`src/rtl/mandel_pixel_scheduler.sv`:
```
// Frame sequencer for the Mandelbrot engine array: raster-order job dispatch to the lowest
// idle engine, round-robin result collection, and the start/ready/ret handshake.
module mandel_pixel_scheduler #(
    parameter int unsigned NUM_ENGINES = 4,
    parameter int unsigned WIDTH       = 64,
    parameter int unsigned HEIGHT      = 64,
    parameter int unsigned XW          = 8,
    parameter int unsigned YW          = 8,
    parameter int unsigned ITW         = 16
) (
    input  logic                       clk,
    input  logic                       reset,
    input  logic                       start,
    output logic                       ready,
    output logic [31:0]                ret,
    output logic [NUM_ENGINES-1:0]     job_valid,
    input  logic [NUM_ENGINES-1:0]     job_ready,
    output logic [XW-1:0]              job_px,
    output logic [YW-1:0]              job_py,
    input  logic [NUM_ENGINES-1:0]     res_valid,
    input  logic [NUM_ENGINES*ITW-1:0] res_iters,
    output logic [NUM_ENGINES-1:0]     res_ack
);

    localparam int unsigned TOTAL = WIDTH * HEIGHT;
    localparam int unsigned CW    = $clog2(TOTAL + 1);
    localparam int unsigned RW    = (NUM_ENGINES > 1) ? $clog2(NUM_ENGINES) : 1;

    typedef enum logic [1:0] {
        S_IDLE,
        S_RUN,
        S_DRAIN,
        S_DONE
    } state_t;

    state_t                r_state;
    logic                  r_ready;
    logic [31:0]           r_ret;
    logic [XW-1:0]         r_px;
    logic [YW-1:0]         r_py;
    logic [CW-1:0]         r_issued;
    logic [CW-1:0]         r_collected;
    logic [RW-1:0]         r_rr;

    logic [NUM_ENGINES-1:0] w_job_valid;
    logic                   w_job_fire;
    logic                   w_ack_any;
    logic [RW-1:0]          w_ack_idx;
    logic [ITW-1:0]         w_ack_iters;
    logic                   w_collecting;

    // Offer the job to the lowest-numbered idle engine (isolate lowest set bit).
    assign w_job_valid = (r_state == S_RUN) ? (job_ready & (~job_ready + NUM_ENGINES'(1))) : '0;
    assign w_job_fire  = |(w_job_valid & job_ready);

    assign w_collecting = (r_state == S_RUN) || (r_state == S_DRAIN);

    // Round-robin grant: descending scan so the engine nearest r_rr wins last.
    always_comb begin
        w_ack_any = 1'b0;
        w_ack_idx = '0;
        if (w_collecting) begin
            for (int k = NUM_ENGINES - 1; k >= 0; k--) begin
                if (res_valid[(32'(r_rr) + 32'(k)) % NUM_ENGINES]) begin
                    w_ack_any = 1'b1;
                    w_ack_idx = RW'((32'(r_rr) + 32'(k)) % NUM_ENGINES);
                end
            end
        end
    end

    assign w_ack_iters = res_iters[32'(w_ack_idx) * ITW +: ITW];

    assign job_valid = w_job_valid;
    assign res_ack   = w_ack_any ? (NUM_ENGINES'(1) << w_ack_idx) : '0;
    assign job_px    = r_px;
    assign job_py    = r_py;
    assign ready     = r_ready;
    assign ret       = r_ret;

    always_ff @(posedge clk) begin
        if (reset) begin
            r_state     <= S_IDLE;
            r_ready     <= 1'b0;
            r_ret       <= '0;
            r_px        <= '0;
            r_py        <= '0;
            r_issued    <= '0;
            r_collected <= '0;
            r_rr        <= '0;
        end else begin
            case (r_state)
                S_IDLE: begin
                    if (start) begin
                        r_state     <= S_RUN;
                        r_px        <= '0;
                        r_py        <= '0;
                        r_issued    <= '0;
                        r_collected <= '0;
                        r_ret       <= '0;
                    end
                end
                S_RUN: begin
                    if (w_job_fire) begin
                        if (r_px == XW'(WIDTH - 1)) begin
                            r_px <= '0;
                            r_py <= r_py + YW'(1);
                        end else begin
                            r_px <= r_px + XW'(1);
                        end
                        r_issued <= r_issued + CW'(1);
                        if (r_issued == CW'(TOTAL - 1)) begin
                            r_state <= S_DRAIN;
                        end
                    end
                end
                S_DRAIN: begin
                    if (w_ack_any && (r_collected == CW'(TOTAL - 1))) begin
                        r_state <= S_DONE;
                        r_ready <= 1'b1;
                    end
                end
                S_DONE: begin
                    if (!start) begin
                        r_state <= S_IDLE;
                        r_ready <= 1'b0;
                    end
                end
                default: r_state <= S_IDLE;
            endcase

            // Result accumulation; the grant is already gated to RUN/DRAIN.
            if (w_ack_any) begin
                r_ret       <= r_ret + 32'(w_ack_iters);
                r_collected <= r_collected + CW'(1);
                r_rr        <= RW'((32'(w_ack_idx) + 32'd1) % NUM_ENGINES);
            end
        end
    end

endmodule

```
`config.mk`:
```
export PLATFORM = sky130hd
export DESIGN_NAME = mandel_pixel_scheduler
export DESIGN_NICKNAME = d
export VERILOG_FILES = /design/src/rtl/mandel_pixel_scheduler.sv
export SDC_FILE = /design/constraint.sdc
export NUM_CORES = 1
export LEC_CHECK = 0
export BUFFER_PORTS_ARGS = -buffer_cell sky130_fd_sc_hd__buf_2
export CAP_MARGIN = 15
export CORE_MARGIN = 4
export CORE_UTILIZATION = 49
export DETAILED_ROUTE_END_ITERATION = 16
export PLACE_DENSITY = 0.84
export SYNTH_ARGS = -nofsm -noshare
export SYNTH_HDL_FRONTEND = slang
export SYNTH_SLANG_ARGS = --single-unit
```
`constraint.sdc`:
```
create_clock -name clk -period 4.36 [get_ports clk]
set_clock_uncertainty 0.15 [all_clocks]
set_input_delay 1.308 -clock clk [delete_from_list [all_inputs] [get_ports clk]]
set_output_delay 1.308 -clock clk [all_outputs]
set_load 0.05 [all_outputs]
```
==> metrics.md, run 1 <==
| Metric | Value |
|---|---|
| Die Y | 110 um |
| Critical path class | input pin to primary output |
| Peak VDD IR | 337 uV |
| Final nets | 890 |
| Number of synthesized flops with an enable pin | 0 |
| Largest family of logic cells by synthesized area | simple AND/OR/NAND/NOR gates |
| Worst Tran Pin Value | approximately 0.81 ns |
| Hold crit path type | register to register |
| Post-synthesis compound-gate area fraction | 0.166 |
| Final Setup Violations | 0 |
| Placed cell count | 906 |
| Top post-synthesis cells by count | 79 x dfxtp_1, 61 x nand2_1, 60 x mux2i_1 |
| Root Buffer | clkbuf_8 |
| Max-Cap Viols | 0 |
| Slew margin rel. | 0.454 |
| Drt total wl | ~14,000 um |
| Synth Warn # | 0 |
| RD Place Congestion | roughly 0.94 |
| Leak | 2.77 nW |
| Mapped Cells | 622 |
| Post-Synth XOR/XNOR Area | 0.0495 |
| Clock Path Buffers | 2 |
| Post-DP HPWL | 11,000 um |
| Post-route DRC | 0 |
| Crit-path max FO | 18 |
| Layout cells sized above 1 | 0.292 |
| Status | complete, no violations |
| CTS sink count | 79 |
| Syn Nets | 730 |
| Seq/Total Area, Yosys | 0.308 |
| Die width | 110 um |
| Worst EP arrival | ~2.8 ns |
| CTS Buf Count | 9 |
| Ant. Diodes | 0 |
| Reg area | between 0.0015 and 0.002 mm2 |
| FMAX | 233 MHz |
| Via count | 5,257 |
| Final hold viol count | 0 |
| Multiplexer area fraction after synthesis | 0.119 |
| Antenna viol nets, final | 0 |
| Crit. End Element | primary output |
| Max-slew violation count | 0 |
| Hold path startpoint | ret[26] |
| Clock-pin slew on the worst setup and hold paths | 0.08 ns |
| Largest net degree at the start of global routing | 35 |
| FFs w/ async S/R, synth | 0 |
| Routed len/inst | 15.5 um |
| Gr ovfl total | 0 |
| Post-CTS setup buffers | 0 |
| Number of global-route vias before repair | 5,015 |
| Starting DRC count in detailed routing | 355 |
| FP Rows | 37 |
| Yosys reg bits | 79 |
| Most numerous cell on the critical path | buf_2 |
| Startpoint class of the critical path | input pin |
| CTS tree | built |
| Unrepaired setup endpoints after global routing | false |
| Multi-input gate area | 0.00346 mm2 |
| Netlist cell types | 65 |
| Via-per-instance ratio | 5.70 |
| Simple-gate share of the synthesized area | 0.239 |
| Initial Utilization | 0.500 |
| Leading area contributor after synthesis | dfxtp_1 |
| Crit path from | res_valid[0] |
| Power Dens Cells | 587 mW/mm2 |
| Ys flop type | dfxtp_1 |
| Core Box Area | just over 0.01 mm2 |
| IO buf count | 131 |
| Syn Std Cell Area | 0.00513 mm2 |
| All-Layer GR Usage | 0.236 |
| Die area | 0.0122 mm2 |
| Synth top area share | 0.308 |
| First-pass GRT wire length | approximately 23,000 um |
| Cells along the critical path | buf_2, nor2b_4, a211o_1, a21oi_2, buf_12, inv_1, ha_1, and2_1, buf_2 |
| Critical R2R Launch | r_state[1] |
| Setup TNS Final | 0 ns |
| Cell with the most instances after synthesis | dfxtp_1 |
| Htree depth | 3 |
| WP data required | 2.90 ns |
| Synth Area in Adders | 0.0819 |
| Fin crit share | 0.984 |
| Ports | approximately 130 |
| Pre-CTS setup slack | -0.224 ns |
| Fillers | 884 |
| Min cycle time layout | 4.29 ns |
| Area delta synth->final | 27.0% |
| Slowest CP cell | a211o_1 |
| Initial antenna violation count | 0 |
| 1st-pass router iterations | 5 |
| Final non-filler cell total | 923 |
| Clock Latency Late Sink | 0.35 ns |
| Worst Setup Slack, final | 0.0702 ns |
| Synth area leaders | dfxtp_1 31%, mux2i_1 12%, ha_1 7.8% |
| Syn Area/Cell | 8.25 um2 |
| Crit-path max cell delay | 0.29 ns |
-- timing repair --
| item | in CTS | in global routing |
|---|---|---|
| endpoints found under the setup margin | 0 | 4 |
| resized for setup | 0 | 7 |
| endpoints found under the hold margin | 0 | 0 |
| hold buffers | 0 | 0 |
-- registers in the layout (all words and copies together), names as in the netlist --
| signal | cells |
|---|---|
| ret | 32 |
| r_collected | 13 |
| r_issued | 13 |
| job_px | 8 |
| job_py | 8 |
| r_rr | 2 |
| r_state | 2 |
| ready | 1 |
-- layout make-up --
cell class              instances  area share
multi-input cells             498       0.531
flip-flops and latches         79       0.243
repair buffers                176       0.160
well taps                     136      0.0261
clock buffers                  10      0.0196
clock inverters                 6      0.0106
inverters                      18      0.0104
-- critical path: cells and delay by family --
kind / cells / cell delay, ns
buffers and inverters: 4 / 0.58
AOI/OAI and AO/OA: 2 / 0.49
and+or+nand+nor: 2 / 0.25
adders and majority gates: 1 / 0.20
-- cell usage in the layout, fill, tap and decap left out, drive strengths merged, types with 9 or more instances in the layout --
| master | n |
|---|---|
| a21oi | 49 |
| and3 | 12 |
| buf | 174 |
| clkbuf | 12 |
| dfxtp | 79 |
| ha | 32 |
| inv | 19 |
| mux2i | 60 |
| nand2 | 61 |
| nand3 | 38 |
| nor2 | 59 |
| o21ai | 35 |
| or2 | 10 |
| or3 | 9 |
| xor2 | 21 |
-- worst paths after layout --
| path | slack [ns] | endpoint | depth (start not counted) |
|---|---|---|---|
| worst min register to register | 0.34 | ret[26] | 2 |
| worst max register to register | 0.56 | ret[29] | 15 |
| worst min-delay path | 0.34 | ret[26] | 2 |
| worst max-delay path | 0.07 | res_ack[0] | 9 |
-- where the power goes --
part           internal [mW]  switching [mW]
Clock                  0.268           0.282
Combinational          0.913            1.43
Sequential             0.821           0.109
-- cells by family after synthesis --
family,Yosys count
flip-flops,79
buffers and inverters,45
multiplexers,61
AO/OA/AOI/OAI,135
XOR/XNOR,29
AND/OR/NAND/NOR,240
adder cells (fa/ha/maj),33
-- metrics by stage --
stage	area (um2)	power [mW]	utilization	hold slack [ns]
after floorplan	5220	2.52	-	0.299
after detailed placement	6270	3.24	0.610	0.327
after global placement	6270	3.14	0.610	0.302
final	6520	3.83	0.634	0.343
after global routing	6520	4.10	0.634	0.365
after CTS	6470	3.80	0.630	0.345
-- per-layer routing --
layer  global-route usage  up-vias  wire, um
met2                0.406      154      7270
met1                0.298     2502      6110
li1                     -     2574         -
met4               0.0783        0       333
met5                    0        -         0
met3               0.0419       27       637
No activity file was read; power rests on OpenSTA's default activity.
==> run 2, diff against run 1 <==
Settings changed: CORE_MARGIN 4 to 3, PLACE_DENSITY 0.84 to 0.78.
==> metrics.md, run 2 (synthesis results as in run 1) <==
| Metric | Value |
|---|---|
| Status | complete, no violations |
| Worst setup endpoint | ret[25] |
| Worst Path Buf+Inv | 3 |
| Drt total wl | 14,400 um |
| All-Layer GR Usage | 0.248 |
| Gr ovfl total | 0 |
| Die Y | about 110 um |
| Clock Latency Late Sink | approximately 0.36 ns |
| CTS sink count | 79 |
| Post-DP HPWL | 10,400 um |
| Power Dens Cells | 599 mW/mm2 |
| Core Box Area | 0.0100 mm2 |
| RD Place Congestion | between 0.8 and 0.9 |
| Crit path from | res_valid[0] |
| Leak | 2.82 nW |
| Critical path class | input pin to register |
| Multi-input gate area | 0.00348 mm2 |
| Die width | 108 um |
| Commonest non-fill, non-tap cell in the layout | buf_2 |
| Setup TNS Final | 0 ns |
| R2R Setup Slk | roughly 0.46 ns |
| Fin crit share | 0.988 |
| Clock-pin slew on the worst setup and hold paths | roughly 0.09 ns |
| Crit. End Element | register |
| Root Buffer | clkbuf_8 |
| Top Usage Layer GRT | met2 |
| Total power | 3.98 mW |
| Final nets | 897 |
| Unrepaired setup endpoints after global routing | true |
| Startpoint class of the critical path | input pin |
| Initial Utilization | 0.513 |
| Max FFs per register | 32 |
| Cells along the critical path | buf_2, nor2b_4, nor2_2, o21ai_2, nor2_4, bufbuf_16, mux2i_1, mux2i_1, ha_1, and3_1, a221oi_4, o31ai_4, a21oi_1, buf_4, or4_1, a21oi_1 |
| 1st-pass router iterations | 5 |
| Post-route DRC | 0 |
| Crit-path max FO | 14 |
| FP Rows | 36 |
| Ant. Diodes | 0 |
| Crit-path max cell delay | between 0.5 and 0.6 ns |
| Starting DRC count in detailed routing | 274 |
| Clock Path Buffers | 2 |
| Via count | 5,276 |
| Cts hold-fix bufs | 0 |
| Crit path depth | 16 |
| CTS Buf Count | 9 |
| WP data required | 4.50 ns |
| Max-slew violation count | 0 |
| Routed len/inst | 15.5 um |
| Final hold viol count | 0 |
| Delay-heaviest family, CP | simple AND/OR/NAND/NOR gates |
| Critical R2R Launch | r_state[0] |
| Hold crit path type | register to register |
| Number of global-route vias before repair | ~5.1k |
| Met3 layer usage reported by global route | 0.0454 |
| Worst Tran Pin Value | 0.828 ns |
| Most frequent cells in the layout | 129 x buf_2, 79 x dfxtp_1, 61 x nand2_1 |
| Die area | 0.0117 mm2 |
| Area delta synth->final | 29.4% |
| Final Setup Violations | 0 |
| Peak VDD IR | between 300 and 400 uV |
| Largest net degree at the start of global routing | 54 |
| Reg area | 0.00158 mm2 |
| Ports | 132 |
| First-pass GRT wire length | 23,800 um |
| Worst EP arrival | 4.45 ns |
| Slew margin rel. | 0.443 |
| Met2 usage | 0.422 |
| Min cycle time layout | 4.31 ns |
| Layout cells sized above 1 | 0.300 |
| Reg2Reg Depth | 15 |
| Slowest CP cell | or4_1 |
| Max-Cap Viols | 0 |
| Initial antenna violation count | 0 |
| Fillers | 837 |
| CTS tree | built |
| Final core occ | 0.664 |
| Via-per-instance ratio | 5.69 |
| FMAX | 232 MHz |
| Met1 usage in global routing | 0.308 |
| Antenna viol nets, final | 0 |
| Htree depth | 3 |
| FF-to-FF End | ret[25] |
| IO buf count | between 100 and 150 |
-- run 2: routing by layer --
layer	part of all wire	wire length [um]
met1	0.43	6170
met3	0.055	788
met4	0.029	412
met5	0	0
met2	0.49	7000
-- run 2: how the worst min path moves through the flow --
| stage | cells after the start | start | end |
|---|---|---|---|
| after global routing | 2 | ret[11] | ret[11] |
| after detailed placement | 2 | ret[31] | ret[31] |
| after floorplan | 1 | r_collected[11] | r_collected[11] |
| after CTS | 2 | ret[31] | ret[31] |
| after global placement | 2 | ret[31] | ret[31] |
| final | 2 | ret[31] | ret[31] |
-- run 2: what timing repair did --
action | in CTS | in global routing
buffers inserted | 3 | 4
pin swaps | 0 | 3
gates resized for setup | 0 | 11
gates cloned | 1 | 0
endpoints found under the setup margin | 3 | 19
-- run 2: cell type report --
| type | count | share of cell area |
|---|---|---|
| clock buffer | 9 | 0.0186 |
| clock inverter | 7 | 0.0158 |
| inverter | 18 | 0.0102 |
| multi-input combinational | 498 | 0.524 |
| sequential | 79 | 0.238 |
| tap | 133 | 0.0250 |
| timing repair buffer | 183 | 0.169 |
-- run 2: worst register-to-register path: cells and delay by family, from the launching register on --
kind / cells / cell delay, ns
DFF: 1 / 0.38
adders and majority gates: 2 / 0.72
muxes: 2 / 0.37
and+or+nand+nor: 3 / 0.89
AOI/OAI and AO/OA: 5 / 0.72
buffers and inverters: 3 / 0.60
-- run 2: stage by stage --
step | worst slack (ns) | instance area (um2) | cells | hold WS (ns)
2_1_floorplan | 0.00981 | 5220 | 622 | 0.299
3_3_place_gp | -0.0417 | 6270 | 903 | 0.303
3_5_place_dp | -0.158 | 6270 | 903 | 0.317
4_1_cts | 0.00221 | 6550 | 923 | 0.335
5_1_grt | -0.0781 | 6640 | 927 | 0.379
6_report | 0.0538 | 6640 | 927 | 0.332
-- run 2: power by group --
group | switching (mW) | total (mW) | internal, mW
Clock | 0.300 | 0.630 | 0.330
Combinational | 1.45 | 2.42 | 0.970
Sequential | 0.106 | 0.927 | 0.821
Total | 1.86 | 3.98 | 2.12
